<file path="src/rtl/attitude_hysteresis_encoder_if.sv">
// Sample/result bundle between the IMU sample path and the attitude encoder.
// The master drives samples and reads codes; the slave is the encoder itself.
interface attitude_hysteresis_encoder_if #(
    parameter int DATA_W = 16
);
    logic              i_Valid;
    logic [DATA_W-1:0] i_Roll_Raw;
    logic [DATA_W-1:0] i_Pitch_Raw;
    logic              o_Valid;
    logic [3:0]        o_Attitude;
    logic              o_Changed;

    modport master (
        output i_Valid, i_Roll_Raw, i_Pitch_Raw,
        input  o_Valid, o_Attitude, o_Changed
    );

    modport slave (
        input  i_Valid, i_Roll_Raw, i_Pitch_Raw,
        output o_Valid, o_Attitude, o_Changed
    );
endinterface

</file>
<file path="src/rtl/attitude_hysteresis_encoder.sv">
// Roll/pitch to 4-bit attitude code with hysteresis and per-axis debounce.
// Pipeline: threshold classify -> per-axis LEVEL/TILT FSM -> registered code.
module attitude_hysteresis_encoder #(
    parameter int DATA_W    = 16,
    parameter int FRAC_BITS = 4,
    parameter int THRESH_HI = 10,
    parameter int THRESH_LO = 8,
    parameter int DEBOUNCE  = 3
) (
    input logic                          i_Clk,
    input logic                          i_Rst_n,
    attitude_hysteresis_encoder_if.slave bus
);
    localparam int CW = (DEBOUNCE > 1) ? $clog2(DEBOUNCE) : 1;

    typedef enum logic {LEVEL = 1'b0, TILT = 1'b1} axis_state_t;

    logic              s1_valid_reg;
    logic              s2_valid_reg;
    logic [1:0]        tilt;
    logic [1:0]        sgn_out;
    logic [3:0]        attitude_next;
    logic [DATA_W-1:0] raw [2];

    // Axis 1 is roll, axis 0 is pitch, matching the bit order of the code.
    assign raw[0] = bus.i_Pitch_Raw;
    assign raw[1] = bus.i_Roll_Raw;

    genvar gi;
    generate
        for (gi = 0; gi < 2; gi++) begin : g_axis
            logic [DATA_W-1:0] mag;
            logic [DATA_W-1:0] deg;
            logic              sign_reg, hi_reg, lo_reg, sign_s2_reg;
            axis_state_t       state_reg, state_next;
            logic [CW-1:0]     cnt_reg, cnt_next;
            logic              tilt_axis, sgn_axis;

            // Most-negative input saturates so it still reads as a large tilt.
            always_comb begin
                mag = raw[gi];
                if (raw[gi][DATA_W-1]) begin
                    if (raw[gi] == {1'b1, {(DATA_W-1){1'b0}}})
                        mag = {1'b0, {(DATA_W-1){1'b1}}};
                    else
                        mag = ~raw[gi] + 1'b1;
                end
            end

            assign deg = mag >> FRAC_BITS;

            always_ff @(posedge i_Clk or negedge i_Rst_n) begin
                if (!i_Rst_n) begin
                    sign_reg <= 1'b0;
                    hi_reg   <= 1'b0;
                    lo_reg   <= 1'b0;
                end else if (bus.i_Valid) begin
                    sign_reg <= raw[gi][DATA_W-1];
                    hi_reg   <= deg > DATA_W'(THRESH_HI);
                    lo_reg   <= deg < DATA_W'(THRESH_LO);
                end
            end

            always_ff @(posedge i_Clk or negedge i_Rst_n) begin
                if (!i_Rst_n) begin
                    state_reg   <= LEVEL;
                    cnt_reg     <= '0;
                    sign_s2_reg <= 1'b0;
                end else begin
                    state_reg <= state_next;
                    cnt_reg   <= cnt_next;
                    if (s1_valid_reg)
                        sign_s2_reg <= sign_reg;
                end
            end

            always_comb begin
                state_next = state_reg;
                cnt_next   = cnt_reg;
                if (s1_valid_reg) begin
                    if (!((state_reg == TILT) ? lo_reg : hi_reg)) begin
                        cnt_next = '0;
                    end else if (cnt_reg == CW'(DEBOUNCE - 1)) begin
                        state_next = (state_reg == TILT) ? LEVEL : TILT;
                        cnt_next   = '0;
                    end else begin
                        cnt_next = cnt_reg + 1'b1;
                    end
                end
            end

            // Sign is suppressed while level so it cannot flicker around zero.
            always_comb begin
                tilt_axis = (state_reg == TILT);
                sgn_axis  = tilt_axis & sign_s2_reg;
            end

            assign tilt[gi]    = tilt_axis;
            assign sgn_out[gi] = sgn_axis;
        end
    endgenerate

    assign attitude_next = {sgn_out[1], sgn_out[0], tilt[1], tilt[0]};

    always_ff @(posedge i_Clk or negedge i_Rst_n) begin
        if (!i_Rst_n) begin
            s1_valid_reg   <= 1'b0;
            s2_valid_reg   <= 1'b0;
            bus.o_Valid    <= 1'b0;
            bus.o_Attitude <= 4'b0000;
            bus.o_Changed  <= 1'b0;
        end else begin
            s1_valid_reg <= bus.i_Valid;
            s2_valid_reg <= s1_valid_reg;
            bus.o_Valid  <= s2_valid_reg;
            if (s2_valid_reg) begin
                bus.o_Attitude <= attitude_next;
                bus.o_Changed  <= (attitude_next != bus.o_Attitude);
            end else begin
                bus.o_Changed  <= 1'b0;
            end
        end
    end
endmodule

</file>
<file path="src/flat_wrapper.sv">
// flat-port wrapper written by rule: the top's interface ports become plain ports
module attitude_hysteresis_encoder_flat 
#(
    parameter int DATA_W    = 16,
    parameter int FRAC_BITS = 4,
    parameter int THRESH_HI = 10,
    parameter int THRESH_LO = 8,
    parameter int DEBOUNCE  = 3
)
  (i_Clk, i_Rst_n, bus_i_Valid, bus_i_Roll_Raw, bus_i_Pitch_Raw, bus_o_Valid, bus_o_Attitude, bus_o_Changed);
  attitude_hysteresis_encoder_if #(.DATA_W(DATA_W)) bus_i ();
  input logic i_Clk;
  input logic i_Rst_n;
  input wire logic [$bits(bus_i.i_Valid)-1:0] bus_i_Valid;
  input wire logic [$bits(bus_i.i_Roll_Raw)-1:0] bus_i_Roll_Raw;
  input wire logic [$bits(bus_i.i_Pitch_Raw)-1:0] bus_i_Pitch_Raw;
  output wire logic [$bits(bus_i.o_Valid)-1:0] bus_o_Valid;
  output wire logic [$bits(bus_i.o_Attitude)-1:0] bus_o_Attitude;
  output wire logic [$bits(bus_i.o_Changed)-1:0] bus_o_Changed;
  assign bus_i.i_Valid = bus_i_Valid;
  assign bus_i.i_Roll_Raw = bus_i_Roll_Raw;
  assign bus_i.i_Pitch_Raw = bus_i_Pitch_Raw;
  assign bus_o_Valid = bus_i.o_Valid;
  assign bus_o_Attitude = bus_i.o_Attitude;
  assign bus_o_Changed = bus_i.o_Changed;
  attitude_hysteresis_encoder #(.DATA_W(DATA_W), .FRAC_BITS(FRAC_BITS), .THRESH_HI(THRESH_HI), .THRESH_LO(THRESH_LO), .DEBOUNCE(DEBOUNCE)) u_core (.i_Clk(i_Clk), .i_Rst_n(i_Rst_n), .bus(bus_i));
endmodule
</file>
<file path="config.mk">
export PLATFORM = sky130hd
export DESIGN_NAME = attitude_hysteresis_encoder_flat
export DESIGN_NICKNAME = d
export VERILOG_FILES = /design/src/rtl/attitude_hysteresis_encoder_if.sv /design/src/rtl/attitude_hysteresis_encoder.sv /design/src/flat_wrapper.sv
export SDC_FILE = /design/constraint.sdc
export NUM_CORES = 1
export LEC_CHECK = 0
export ABC_CLOCK_PERIOD_IN_PS = 2080
export CAP_MARGIN = 20
export CORE_UTILIZATION = 46
export CTS_CLUSTER_DIAMETER = 200
export DETAILED_ROUTE_END_ITERATION = 7
export MAX_ROUTING_LAYER = met4
export PLACE_DENSITY = 0.79
export SYNTH_ARGS = -nofsm -noshare
export SYNTH_HDL_FRONTEND = slang
export SYNTH_SLANG_ARGS = --single-unit
</file>
<file path="constraint.sdc">
create_clock -name i_Clk -period 2.08 [get_ports i_Clk]
set_clock_uncertainty 0.1 [all_clocks]
set_input_delay 0.52 -clock i_Clk [delete_from_list [all_inputs] [get_ports i_Clk]]
set_output_delay 0.52 -clock i_Clk [all_outputs]
set_load 0.005 [all_outputs]
</file>
Word level (Yosys, flattened, before mapping)
Cells that the tools add are included.
{"block": "classes", "n_addsub": 4, "n_lt_le_gt_ge": 4, "n_eq_ne": 5, "mux": 13, "bitwise": 4, "reduce_logical": 2}
{"op": "$mux W16", "n": 4}
{"op": "$add A16 B1 Y16 const B", "n": 2}
{"op": "$eq A16 B16 Y1 const B", "n": 2}
{"op": "$not A16 Y16", "n": 2}
{"op": "$gt A12 B4 Y1 const B", "n": 2}
{"op": "$lt A12 B4 Y1 const B", "n": 2}
{"op": "$mux W2", "n": 4}
{"op": "$reduce_and A3 Y1", "n": 2}
{"op": "$mux W1", "n": 5}
{"op": "$add A2 B1 Y2 const B", "n": 2}
{"op": "$eq A2 B2 Y1 const B", "n": 2}
{"op": "$ne A4 B4 Y1", "n": 1}
{"op": "$and A1 B1 Y1", "n": 2}
{"block": "totals", "register_bits": 22, "in_bits": 35, "output_inout_bits": 6, "word_cells": 49}

Depth between registers and ports, before layout
{"block": "depth", "depth_word": 5, "ltp_mapped": 6, "depth_no_buf": 5}

Least setup slack after synthesis
Ideal clock, no wire load.
{"block": "synth_path", "path_kind": "input to register", "from": "input port bus_i_Pitch_Raw[3]", "to": "register u_core.g_axis[0].lo_reg", "setup_ps": 66, "arrival_ps": 2156, "t_required_ps": 1914, "setup_slack_ps": -242, "cell_stages": 6, "path_cell_list": "or4_4 > buf_6 > or2_1 > o311a_1 > a211oi_1 > a32o_2"}
{"block": "synth_via", "elab_chain_len": 5, "elab_cells_between_ends": 6}
{"item": "start: declaration", "line": "flat_wrapper.sv:16", "rtl": "input wire logic [$bits(bus_i.i_Pitch_Raw)-1:0] bus_i_Pitch_Raw;"}
{"item": "$not A16 Y16", "line": "attitude_hysteresis_encoder.sv:46", "rtl": "mag = ~raw[gi] + 1'b1;"}
{"item": "$add A16 B1 Y16", "line": "attitude_hysteresis_encoder.sv:46"}
{"item": "$mux W16 *", "line": "attitude_hysteresis_encoder.sv:43", "rtl": "if (raw[gi] == {1'b1, {(DATA_W-1){1'b0}}})"}
{"item": "$mux W16 *", "line": "attitude_hysteresis_encoder.sv:42", "rtl": "if (raw[gi][DATA_W-1]) begin"}
{"item": "$lt A12 B4 Y1 *", "line": "attitude_hysteresis_encoder.sv:60", "rtl": "lo_reg <= deg < DATA_W'(THRESH_LO);"}
{"item": "end signal: assignment", "line": "attitude_hysteresis_encoder.sv:60"}
{"item": "end: declaration", "line": "attitude_hysteresis_encoder.sv:34", "rtl": "logic sign_reg, hi_reg, lo_reg, sign_s2_reg;"}
Mark *: on every way between the ends. The rest lies on a longest branch, timed or not.
A chain may end at the register's enable or synchronous reset.

Worst setup path in the final report
{"block": "layout_path", "from": "input port bus_i_Pitch_Raw[4]", "to": "register u_core.g_axis[0].lo_reg"}
{"block": "layout_via", "elab_chain_len": 5, "elab_cells_between_ends": 6}
{"item": "$not A16 Y16", "line": "attitude_hysteresis_encoder.sv:46"}
{"item": "$add A16 B1 Y16", "line": "attitude_hysteresis_encoder.sv:46"}
{"item": "$mux W16", "line": "attitude_hysteresis_encoder.sv:43"}
{"item": "$mux W16 *", "line": "attitude_hysteresis_encoder.sv:42"}
{"item": "$lt A12 B4 Y1 *", "line": "attitude_hysteresis_encoder.sv:60"}
Marks and branches as above.

==> flow_metrics.env <==
export IMPL_cp_start_kind="input pin"
export IMPL_antenna_cells=0
export IMPL_grtUsageMet3_pct=1.64
export IMPL_cp_end_kind="register"
export IMPL_min_delay_start="u_core.g_axis[0].sign_reg"
export IMPL_h_tree_depth=1
export IMPL_vias=1251
export IMPL_ctsLongestPathBuffers=2
export IMPL_drc=0
export IMPL_grt_ovfl_total=0
export IMPL_drtIter0Drc=32
export IMPL_first_pass_iters=4
export IMPL_wl_per_cell_um=14.3
export IMPL_swShare_pct=28.3
export IMPL_ir_drop_uv=635
export IMPL_tightestPinTransition_ps=386
export IMPL_yosys_area_share_simple_pct=18.8
export IMPL_syn_inst=133
export IMPL_clk_root_buffer_cell="clkbuf_4"
export IMPL_synth_cell_types=40
export IMPL_min_period_over_period_pct=98.9
export IMPL_netlist_top_cells_count="dfrtp_1, inv_1, nand2_1, nor2_1, mux2_2"
export IMPL_critPathArrivalTime_ps=2210
export IMPL_syn_cell_area_sq_mm=0.00129
export IMPL_synthAdderAreaFrac_pct=0
export IMPL_via_per_inst=5.58
export IMPL_port_buffers=40
export IMPL_finalWorstSetupSlack_ps=23.2
export IMPL_use_met2_pct=45.6
export IMPL_r2r_start="u_core.g_axis[0].state_reg"
export IMPL_finalSetupViolCount=0
export IMPL_synth_compound_area_share_pct=20.4
export IMPL_die_w_um=55.0
export IMPL_cts_sinks=22
export IMPL_grt_max_degree=23
export IMPL_reg2reg_slack_ps=570
export IMPL_outcome="finished clean"
export IMPL_synthArstFlopShare_pct=100
export IMPL_cp_required_ps=2230
export IMPL_max_cap_viol_count=0
export IMPL_synthMuxAreaShare_pct=8.42
export IMPL_place_congestion=0.903
export IMPL_synth_flop_cell="dfrtp_1"
export IMPL_finalHoldViolations=0
export IMPL_p_leak_nw=0.835
export IMPL_cts_clk_slew_worst_paths_ps=120
export IMPL_yosysTopAreaCell="dfrtp_1"
export IMPL_yosysMostFrequentCell="dfrtp_1"
export IMPL_synth_top_family_by_area="compound AO/OA/AOI/OAI gates"
export IMPL_power_internal_w=0.000976
export IMPL_worstHoldPathCells=1
export IMPL_crit_fanout=4
export IMPL_start_util_pct=50.3
export IMPL_setup_tns_ps=0
export IMPL_rsz0062_at_grt="true"
export IMPL_rows=18
export IMPL_grt_pass1_wl_um=5130
export IMPL_slew_headroom_pct=74.2
export IMPL_min_path_type="register to register"
export IMPL_p_per_area_mw_per_mm2=693
export IMPL_cts_tree="built"
export IMPL_max_freq_mhz=486
export IMPL_pwr_share_clk_pct=23.8
export IMPL_layout_nets=230
export IMPL_grt_total_usage_pct=24.7
export IMPL_cts_buffers_inserted=3
export IMPL_slowest_delay_ps=450
export IMPL_final_layout_size_suffix_gt1_share_pct=24.7
export IMPL_min_to="u_core.g_axis[0].sign_reg"
export IMPL_io_pins=41
export IMPL_synth_edf_count=0
export IMPL_wirelength_um=3200
export IMPL_slowest_stage="or3_4"
export IMPL_p_sw_w=0.000386
export IMPL_combPwrFrac_pct=31.5
export IMPL_yosysWarnings=0
export IMPL_syn_avg_cell_area_sq_um=9.72
export IMPL_syn_num_nets=168
export IMPL_finalCriticalPeriod_ps=2060
export IMPL_syn_to_final_growth_pct=52.0
export IMPL_ys_seq_area_share_pct=42.6
export IMPL_path_cells="dlygate4sd2_1, or3_4, or2_4, o311a_1, a211oi_2, a32o_2"
export IMPL_r2r_cells=3
export IMPL_seqPwrFrac_pct=44.7
export IMPL_yosys_top_cells_area="dfrtp_1, mux2_2, xnor2_1, a31oi_1, a21oi_1"
export IMPL_die_h_um=55.0
export IMPL_crit_type="input pin to register"
export IMPL_synth_xor_xnor_area_share_pct=5.42
export IMPL_dp_hpwl_um=2540
export IMPL_synth_top_area_share_pct=42.6
export IMPL_r2r_end="u_core.g_axis[0].cnt_reg[0]"
export IMPL_dieArea_sq_mm=0.00303
export IMPL_clk_latency_ps=300
export IMPL_coreArea_sq_mm=0.00257
export IMPL_ys_seq_elements=22
export IMPL_antenna_found_initial=0
export IMPL_first_global_vias=1185
export IMPL_drv_slew=0
export IMPL_use_met1_pct=28.5
export IMPL_pre_cts_ws_ps=-612
export IMPL_postRouteAntennaNets=0
export IMPL_busiest_layer="met2"
## critical path: cells and delay by family
kind / cells / cell delay [ps]
buf+inv: 1 / 260
simple gates: 2 / 750
compound gates: 3 / 680
## final cells by class
| class | count | area (sq um) |
|---|---|---|
| inverter | 8 | 30.0 |
| clock buffer | 3 | 22.5 |
| sequential | 22 | 551 |
| tap | 30 | 37.5 |
| multi-input combinational | 98 | 742 |
| timing repair buffer | 62 | 552 |
| fill | 188 | 603 |
| clock inverter | 1 | 30.0 |
## power groups by stage
stage	Sequential (W)	Combinational (W)	Clock, W
6_report	0.000609	0.000429	0.000324
4_1_cts	0.000609	0.000429	0.000330
2_1_floorplan	0.000585	0.000229	0
3_3_place_gp	0.000606	0.000410	0
3_5_place_dp	0.000619	0.000432	0
5_1_grt	0.000625	0.000476	0.000348
## routing by layer
| layer | vias up | routed length, um |
|---|---|---|
| li1 | 631 | - |
| met5 | - | 0 |
| met2 | 29 | 1690 |
| met1 | 589 | 1400 |
| met4 | 0 | 24 |
| met3 | 2 | 91 |
## through the flow
| step | instances | total power (W) | hold WS [ps] | area, sq um | util, % |
|---|---|---|---|---|---|
| floorplan | 133 | 0.000814 | 124 | 1310 | - |
| global placement | 220 | 0.00102 | 376 | 1880 | 73.3 |
| detailed placement | 220 | 0.00105 | 395 | 1880 | 73.3 |
| CTS | 224 | 0.00137 | 412 | 1950 | 75.8 |
| global route | 224 | 0.00145 | 436 | 1960 | 76.5 |
| finish | 224 | 0.00136 | 422 | 1960 | 76.5 |
## cell families (layout without fill, tap and decap cells)
logic type,after synthesis,in the layout
DFF,22,22
and+or+nand+nor,45,45
muxes,10,10
AOI/OAI and AO/OA,35,35
xor gates and xnor gates,8,8
buffers and inverters,13,74
## placed cells by master, fill, tap and decap left out, types with 2 or more instances in the layout
master,instances
clkdlybuf4s50_1,31
mux2i_1,3
dfrtp_1,22
a31oi_1,6
or3_4,3
mux2_2,7
nor2_1,8
buf_4,21
nor4_1,2
a21oi_1,6
xor2_1,3
o21ai_0,4
nand2_1,8
dlygate4sd2_1,6
inv_1,8
nand4_1,3
buf_2,2
nand3_1,5
and3_1,3
nor3_1,6
o22ai_1,2
xnor2_1,5
clkbuf_4,3
o21bai_1,2
## worst max path at each step
stage	start	endpoint	slack [ps]	cells past startpoint
after floorplan	bus_i_Pitch_Raw[3]	u_core.g_axis[0].lo_reg	-180	6
after global placement	bus_i_Pitch_Raw[3]	u_core.g_axis[0].lo_reg	-550	6
after detailed placement	bus_i_Pitch_Raw[3]	u_core.g_axis[0].lo_reg	-610	6
after CTS	bus_i_Pitch_Raw[2]	u_core.g_axis[0].lo_reg	6	6
after global routing	bus_i_Pitch_Raw[4]	u_core.g_axis[0].lo_reg	-1	6
final	bus_i_Pitch_Raw[4]	u_core.g_axis[0].lo_reg	20	6
## timing repair
| item | 4_1_cts | 5_1_grt |
|---|---|---|
| setup endpoints to repair | 2 | 2 |
| gates resized for setup | 19 | 3 |
| pin swaps | 8 | 4 |
| buffers inserted | 0 | 0 |
| hold buffers | 0 | 0 |
No activity file was read; power rests on OpenSTA's default activity.
